## config.mk

```make
export PLATFORM = sky130hd
export DESIGN_NAME = imem_loader
export DESIGN_NICKNAME = d
export VERILOG_FILES = /design/src/rtl/imem_loader.sv
export SDC_FILE = /design/constraint.sdc
export NUM_CORES = 1
export LEC_CHECK = 0
export ABC_AREA = 1
export CORE_ASPECT_RATIO = 0.7
export CORE_MARGIN = 5
export CORE_UTILIZATION = 53
export DETAILED_ROUTE_END_ITERATION = 16
export GPL_TIMING_DRIVEN = 1
export PLACE_DENSITY = 0.88
export RECOVER_POWER = 100
export SLEW_MARGIN = 20
export SYNTH_ARGS = -nofsm -noshare
export SYNTH_HDL_FRONTEND = slang
export SYNTH_SLANG_ARGS = --single-unit
```

## constraint.sdc

```tcl
create_clock -name CLK -period 2.6 [get_ports CLK]
set_clock_uncertainty 0.1 [all_clocks]
set_input_delay 0.52 -clock CLK [delete_from_list [all_inputs] [get_ports CLK]]
set_output_delay 0.52 -clock CLK [all_outputs]
set_load 0.005 [all_outputs]
```

## src/rtl/imem_loader.sv

```systemverilog
// Instruction-memory loader: assembles big-endian byte stream into 32-bit words,
// writes them sequentially from ADDR_BASE and holds the CPU in reset until the image is complete.
module imem_loader #(
    parameter logic [31:0] ADDR_BASE = 32'h0,
    parameter int          MAX_WORDS = 256
) (
    input  logic        CLK,
    input  logic        RESET_N,
    input  logic        START,
    input  logic [8:0]  WORD_COUNT,
    input  logic        ABORT,
    input  logic [7:0]  BYTE_IN,
    input  logic        BYTE_VALID,
    output logic        BYTE_READY,
    output logic        MEM_WE,
    output logic [31:0] MEM_ADDR,
    output logic [31:0] MEM_WDATA,
    output logic        CPU_RESET,
    output logic        BUSY,
    output logic        DONE
);

    // state   | meaning
    // IDLE    | waiting for START
    // COLLECT | accepting the four bytes of the current word
    // WRITE   | one-cycle write strobe for the assembled word
    // FINISH  | one-cycle DONE pulse, releases CPU_RESET
    typedef enum logic [1:0] {
        IDLE    = 2'd0,
        COLLECT = 2'd1,
        WRITE   = 2'd2,
        FINISH  = 2'd3
    } state_t;

    localparam logic [8:0]  MAX_CNT   = 9'(MAX_WORDS);
    localparam logic [31:0] ADDR_LAST = ADDR_BASE + 32'(4 * (MAX_WORDS - 1));

    state_t      state;
    state_t      state_nxt;
    logic [8:0]  word_cnt;
    logic [8:0]  words_done;
    logic [1:0]  byte_idx;
    logic [31:0] addr_q;
    logic [31:0] wdata_q;
    logic        cpu_reset_q;
    logic [8:0]  cnt_clamped;
    logic        accept;
    logic        last_word;

    assign cnt_clamped = (WORD_COUNT > MAX_CNT) ? MAX_CNT : WORD_COUNT;
    assign accept      = (state == COLLECT) && BYTE_VALID && !ABORT;
    assign last_word   = (words_done + 9'd1) == word_cnt;

    assign BYTE_READY = (state == COLLECT);
    assign MEM_WE     = (state == WRITE) && !ABORT;
    assign BUSY       = (state == COLLECT) || (state == WRITE);
    assign DONE       = (state == FINISH);
    assign MEM_ADDR   = addr_q;
    assign MEM_WDATA  = wdata_q;
    assign CPU_RESET  = cpu_reset_q;

    always_ff @(posedge CLK or negedge RESET_N) begin
        if (!RESET_N) begin
            state <= IDLE;
        end else begin
            state <= state_nxt;
        end
    end

    always_comb begin
        state_nxt = state;
        unique case (state)
            IDLE: begin
                if (START) begin
                    state_nxt = (cnt_clamped == 9'd0) ? FINISH : COLLECT;
                end
            end
            COLLECT: begin
                if (ABORT) begin
                    state_nxt = IDLE;
                end else if (BYTE_VALID && (byte_idx == 2'd3)) begin
                    state_nxt = WRITE;
                end
            end
            WRITE: begin
                if (ABORT) begin
                    state_nxt = IDLE;
                end else begin
                    state_nxt = last_word ? FINISH : COLLECT;
                end
            end
            FINISH: begin
                state_nxt = IDLE;
            end
            default: begin
                state_nxt = IDLE;
            end
        endcase
    end

    always_ff @(posedge CLK or negedge RESET_N) begin
        if (!RESET_N) begin
            word_cnt    <= '0;
            words_done  <= '0;
            byte_idx    <= '0;
            addr_q      <= ADDR_BASE;
            wdata_q     <= '0;
            cpu_reset_q <= 1'b1;
        end else begin
            case (state)
                IDLE: begin
                    if (START) begin
                        word_cnt    <= cnt_clamped;
                        words_done  <= '0;
                        byte_idx    <= '0;
                        addr_q      <= ADDR_BASE;
                        cpu_reset_q <= 1'b1;
                    end
                end
                COLLECT: begin
                    if (ABORT) begin
                        byte_idx <= '0;
                    end else if (accept) begin
                        case (byte_idx)
                            2'd0:    wdata_q[31:24] <= BYTE_IN;
                            2'd1:    wdata_q[23:16] <= BYTE_IN;
                            2'd2:    wdata_q[15:8]  <= BYTE_IN;
                            default: wdata_q[7:0]   <= BYTE_IN;
                        endcase
                        byte_idx <= byte_idx + 2'd1;
                    end
                end
                WRITE: begin
                    byte_idx <= '0;
                    if (!ABORT) begin
                        words_done <= words_done + 9'd1;
                        // saturate so the final increment cannot step past the top word
                        if (addr_q != ADDR_LAST) begin
                            addr_q <= addr_q + 32'd4;
                        end
                    end
                end
                FINISH: begin
                    cpu_reset_q <= 1'b0;
                end
                default: begin
                    byte_idx <= '0;
                end
            endcase
        end
    end

endmodule

```

==> impl_results.md, run 1 <==
* Run status: complete, no violations
* # Post-CTS Setup Buffers at 0
* Synthesized-area fraction occupied by adder cells at 2.84%
* Global-route congestion overflow total at 0
* Count of flip-flops with a built-in enable after synthesis at 0
* Synthesized cell area at 0.00484 mm²
* Most common library cell in the layout ignoring fill and taps: nand2_1
* Compound-Gate Fraction of Synth Area at 11.8%
* Proportion of synthesized flip-flops having asynchronous set or reset at 100%
* Post-DR vias/cell at between 5 and 6
* Routed wire length per instance at 16.1 µm
* Worst-case headroom to the max-slew limit at between 20% and 30%
* Net switching power at about 1700 µW
* Register area share after synthesis at 43.9%
* Count of fill cells added during filler insertion at between 700 and 800
* Area share of and/or/nand/nor cells after synthesis at 28.3%
* Buffers on Ports at 88
* Core Rows at 29
* Clock Pin Slew Worst Setup and Hold Paths at 0.07 ns
* Relative contribution of combinational cells to total power at 31.7%
* CTS root buffer: clkbuf_16
* List of cells traversed by the critical path: clkdlybuf4s50_1, inv_1, nand2_1, inv_1, clkdlybuf4s50_1
* H-tree lvl count at 3
* Fmax at 420 MHz
* Startpoint types: input port
* Multiplexer fraction of the synthesized cell area at 0%
* Cell family contributing the most delay on the critical path: buffers and inverters
* Wire length after detailed routing at 13.5 mm
* Share of final-layout standard cells stronger than drive strength 1 at 6.17%
* Post-Route Utilization at 67.0%
* Final sum of negative setup slack at 0 ns
* Starting utilization of the core area at ~54%
* Number of nets in the layout at 741
* Worst Path Max Fanout at 3
* Critical path's largest stage delay at around 0.49 ns
* PwrDens at 731 mW/mm²
* Highest-count cells in the layout ignoring fill and taps: nand2_1, dfrtp_1, inv_1
* HPWL after detailed placement at between 10 and 15 mm
* Synthesis Warnings at 0
* Core outline area at around 0.0090 mm²
* Fraction of synthesized cell area in xor and xnor cells at 4.16%
* Final clock period utilization by the worst path at 91.5%
* Seq pwr share at 39.0%
* Internal power of the cells at 2750 µW
* Data required time of the worst path at 1.98 ns
* Post-route cell area at approximately 0.0060 mm²
* First-pass GRT wire length at 22.1 mm
* Y dimension of the die at between 80 and 90 µm
* Critical path data arrival time at ~1.8 ns
* Total power at about 4400 µW
* Final period demand of the worst path at 2.38 ns
* Diodes inserted at 0
* Count of unique library cells instantiated by Yosys at 35
* Max-cap viol count at 0
* Crit path buffers/inverters at 4
* Area of the die at between 0.01 and 0.015 mm²
* Number of hold-repair buffers added at the cts stage at 0
* Horizontal die dimension at between 100 and 150 µm
* Instance count after placement with tap cells included at 821
* Initial antenna violation count at 0
* Clk pwr share at 29.3%
* Maximum vdd drop at between 0.4 and 0.5 mV
* Total of flip-flops plus latches after synthesis at 85
* DRT Pass-1 Iters at 6
* Post_cts resized at 0
* Number of buffers added by the clock tree synthesis step at 9
* Synth Flop Type: dfrtp_1
* Ports at 91
* Drc violations at 0
* Lkg Pwr at 0.00280 µW
* Total cell area at the placement stage at 0.00582 mm²
* Critical Path Slowest Stage Cell: clkdlybuf4s50_1
* Max Buffers Root-to-Sink at 2
* Number of setup violations in the final report at 0
* Type of the worst min-delay path: input port to async pin
* Net switching fraction of the power at 37.7%
* Largest family of logic cells by synthesized area: simple AND/OR/NAND/NOR gates
* Insertion delay of the later-clocked pin in the worst-skew pair at 0.34 ns
* Total number of clock tree sinks at 85
* Number of global-route vias before repair at roughly 4400
* P&R area growth vs syn at 24.5%
* Cell count after synthesis at 616
* Type of element capturing the critical path: output pin
* Pin count of the biggest net entering global routing at 46
* Tightest Pin Transition at 1.16 ns
* Antenna-violating nets left at 0
* Via count of the routed design at 4593
* Setup repair after global routing missed its margin: no
* Average size of a mapped cell at 7.86 µm²
* Max Slew Vio Count at 0
* Final number of hold-violating endpoints at 0
* Global routing usage summed across all routing layers at between 20% and 30%
* TritonCTS clock tree: done
* Placer Congestion at 1.04
* Category of the critical setup timing path: input port to output pin
* Initial detailed-routing violation count at 468
* Final std cells w/o fill at 837
## Yosys cell counts, types with 2 or more instances
library cell  number  area [µm²]
inv_1             80         300
o22ai_1            7        43.8
buf_4              2        15.0
xor2_1            22         193
buf_6              3        33.8
nand4_1           18         113
or2_2              2        12.5
clkbuf_1           6        22.5
nand2_2            6        37.5
o21ai_0           50         250
dfrtp_1           84        2100
nand3_1           37         185
a21oi_1            5        25.0
nand2_1          153         574
nor2_1            59         221
nor3_2             5        50.1
ha_1              11         138
o21ai_1            2        10.0
nor2_2             2        12.5
buf_12             2        40.0
o21ai_2           24         210
nor3_1            23         115
## cells by family (layout without fill, tap and decap cells)
| family | after synthesis | in the layout |
|---|---|---|
| compound gates | 91 | 91 |
| xor+xnor | 23 | 23 |
| fa+ha+maj | 11 | 11 |
| buf+inv | 96 | 192 |
| flops | 85 | 85 |
| other cells | 1 | 2 |
| simple gates | 309 | 309 |
## layer usage
layer	track usage [%]	share of wire, %	wire length [µm]	vias to the layer above
met3	6.28	10	1350	20
met1	34.4	44	5970	2176
li1	-	-	-	2164
met2	37.8	45	6020	233
met5	0	0	0	-
met4	5.38	1.1	154	0
## flip-flops by register name, summed over array words and instances (netlist names)
register    cells
MEM_WDATA      32
MEM_ADDR       30
word_cnt        9
words_done      9
byte_idx        2
state           2
CPU_RESET       1
## final cells by class
| class | count | area [µm²] | share of cell area, % |
|---|---|---|---|
| multi-input combinational | 436 | 2200 | 36.5 |
| sequential | 85 | 2130 | 35.3 |
| timing repair buffer | 94 | 930 | 15.4 |
| inverter | 82 | 310 | 5.14 |
| clock buffer | 9 | 225 | 3.73 |
| tap | 124 | 155 | 2.57 |
| clock inverter | 7 | 80.1 | 1.33 |
## stage by stage
stage / setup slack (ns) / hold slack (ns)
after floorplan: 0.810 / 0.124
after CTS: 0.218 / 0.0913
final: 0.221 / 0.298
after global routing: 0.149 / 0.387
after global placement: 0.236 / 0.365
after detailed placement: 0.222 / 0.375
## path summary, 6_finish.rpt
check,startpoint,to,slack [ns],depth (start not counted)
hold reg to reg,MEM_WDATA[4],MEM_WDATA[4],0.38,2
hold / removal,RESET_N,words_done[8],0.30,1
min in group CLK,MEM_WDATA[4],MEM_WDATA[4],0.38,2
setup / recovery,ABORT,MEM_WE,0.22,5
max in group asynchronous,RESET_N,CPU_RESET,1.25,2
setup reg to reg,state[1],MEM_ADDR[13],0.33,9
## power by group through the flow
stage	Combinational [µW]	Clock (µW)	Sequential, µW
2_1_floorplan	1050	0	1700
3_5_place_dp	1540	0	1740
5_1_grt	1560	1370	1740
4_1_cts	1550	1310	1720
3_3_place_gp	1480	0	1730
6_report	1400	1290	1720
Power figures use the tool's default switching activity.
==> run 2, diff against run 1 <==
- CORE_UTILIZATION: 53 -> 40
- PLACE_DENSITY: 0.88 -> 0.71
==> run 2 against run 1 <==
Net effect: via count shrank 4.0%; first-iteration DRC count shrank 38%; critical path depth is the same; count of clock-buffer cells in the layout is the same; register-to-register slack lost 0.07 ns; hold slack gained 0.080 ns; routed wire length grew 1.2%; global-route usage shrank 5.1 points; largest cell class unchanged.
==> impl_results.md, run 2 (synthesis results as in run 1) <==
* Critical path's largest stage delay at about 0.5 ns
* Max FFs per register at 32
* Final sum of negative setup slack at 0 ns
* Worst Path Max Fanout at 3
* Number of nets in the layout at 741
* Type of the worst min-delay path: flip-flop to flip-flop
* Total number of clock tree sinks at 85
* Global routing usage summed across all routing layers at 19.2%
* Most common library cell in the layout ignoring fill and taps: nand2_1
* Via count of the routed design at about 4400
* Insertion delay of the later-clocked pin in the worst-skew pair at 0.34 ns
* Final period demand of the worst path at 2.38 ns
* Y dimension of the die at 102 µm
* CTS root buffer: clkbuf_16
* Endpoint of the worst-slack reg-to-reg timing path: MEM_ADDR[26]
* Max Buffers Root-to-Sink at 2
* Global-route congestion overflow total at 0
* Highest-count cells in the layout ignoring fill and taps: nand2_1, dfrtp_1, inv_1
* Post-Route Utilization at roughly 52%
* Clock Pin Slew Worst Setup and Hold Paths at 0.07 ns
* Routed wire length per instance at around 16 µm
* Tightest Pin Transition at 1.17 ns
* Max Slew Vio Count at 0
* Category of the critical setup timing path: input port to output pin
* Worst-case headroom to the max-slew limit at 22.2%
* Post_cts resized at 0
* Post-DR vias/cell at about 5.1
* Number of setup violations in the final report at 0
* Initial antenna violation count at 0
* Share of final-layout standard cells stronger than drive strength 1 at 6.03%
* Number of global-route vias before repair at 4209
* Lkg Pwr at between 0.002 and 0.003 µW
* HPWL after detailed placement at around 10 mm
* Diodes inserted at 0
* Hold worst-path end: MEM_WDATA[27]
* Start of the worst register-to-register path: MEM_ADDR[2]
* First-pass GRT wire length at 22.1 mm
* Hold Startpoint: MEM_WDATA[27]
* Net switching fraction of the power at a little over a third
* Initial detailed-routing violation count at between 200 and 300
* Relative contribution of combinational cells to total power at 31.6%
* Horizontal die dimension at 142 µm
* Worst reg2reg setup slack at 0.26 ns
* Startpoint types: input port
* DRT Pass-1 Iters at 5
* Number of buffers added by the clock tree synthesis step at 9
* Net switching power at 1620 µW
* Internal power of the cells at 2830 µW
* Maximum vdd drop at 0.420 mV
* Length in cells of the worst reg-to-reg path at 9
* Data required time of the worst path at 1.98 ns
* Drc violations at 0
* Number of stages on the worst hold path at 2
* Run status: complete, no violations
* Core outline area at 0.0118 mm²
* Pin count of the biggest net entering global routing at 67
* Seq pwr share at a little under two fifths
* P&R area growth vs syn at 25.6%
* Fmax at 419 MHz
* Placer Congestion at 0.956
* Final clock period utilization by the worst path at approximately nine tenths
* Critical Path Slowest Stage Cell: clkdlybuf4s50_1
* Buffers on Ports at 88
* H-tree lvl count at 3
* Type of element capturing the critical path: output pin
* PwrDens at about 730 mW/mm²
* Wire length after detailed routing at roughly 14 mm
* Antenna-violating nets left at 0
* Starting utilization of the core area at 41.2%
* Ports at 91
* Setup repair after global routing missed its margin: no
* TritonCTS clock tree: done
* Area of the die at about 0.014 mm²
* Max-cap viol count at 0
* List of cells traversed by the critical path: clkdlybuf4s50_1, inv_1, nand2_1, inv_1, clkdlybuf4s50_1
* Core Rows at 33
* Critical path data arrival time at 1.76 ns
* Final number of hold-violating endpoints at 0
* Clk pwr share at roughly 30%
==> run 2: critical path: cells and delay by family <==
kind                   cells  cell delay, ns
AND/OR/NAND/NOR            1            0.08
buffers and inverters      4            1.16
==> run 2: cell type report <==
cell class / count / area, µm²
Multi-Input combinational cell: 436 / 2200
Tap cell: 157 / 196
Clock buffer: 9 / 225
Clock inverter: 7 / 80.1
Fill cell: 1146 / 5680
Inverter: 82 / 315
Sequential cell: 85 / 2130
Timing Repair Buffer: 94 / 935
==> run 2: metrics by stage <==
step	cell area (µm²)	hold WS, ns	setup WS (ns)	cells	total power (µW)
2_1_floorplan	4850	0.124	0.810	617	2750
3_3_place_gp	5860	0.324	0.221	853	3240
3_5_place_dp	5860	0.321	0.232	853	3270
4_1_cts	6170	0.389	0.222	870	4620
5_1_grt	6080	0.419	0.0908	870	4740
6_report	6080	0.377	0.216	870	4450
==> run 2: power groups by stage <==
stage / logic, µW / registers, µW / clock network [µW]
after global placement: 1510 / 1730 / 0
after CTS: 1550 / 1710 / 1360
after detailed placement: 1550 / 1730 / 0
after floorplan: 1050 / 1700 / 0
final: 1410 / 1710 / 1330
after global routing: 1580 / 1740 / 1420
==> run 2: repair_timing <==
| action | CTS | global route |
|---|---|---|
| hold buffers | 1 | 0 |
| endpoints found under the hold margin | 19 | 0 |
| endpoints found under the setup margin | 0 | 0 |
| setup buffers | 0 | 0 |
==> run 2: how the worst max path moves through the flow <==
stage                    endpoint     start  slack (ns)
floorplan           words_done[5]  state[0]        0.81
global placement           MEM_WE     ABORT        0.22
detailed placement         MEM_WE     ABORT        0.23
CTS                        MEM_WE     ABORT        0.22
global route        words_done[8]  state[1]        0.09
finish                     MEM_WE     ABORT        0.22
==> run 2: per-layer routing <==
layer	wire, µm	GRT usage, %
met5	0	0
met4	114	3.69
met3	907	5.43
met2	5960	28.4
met1	6680	28.3
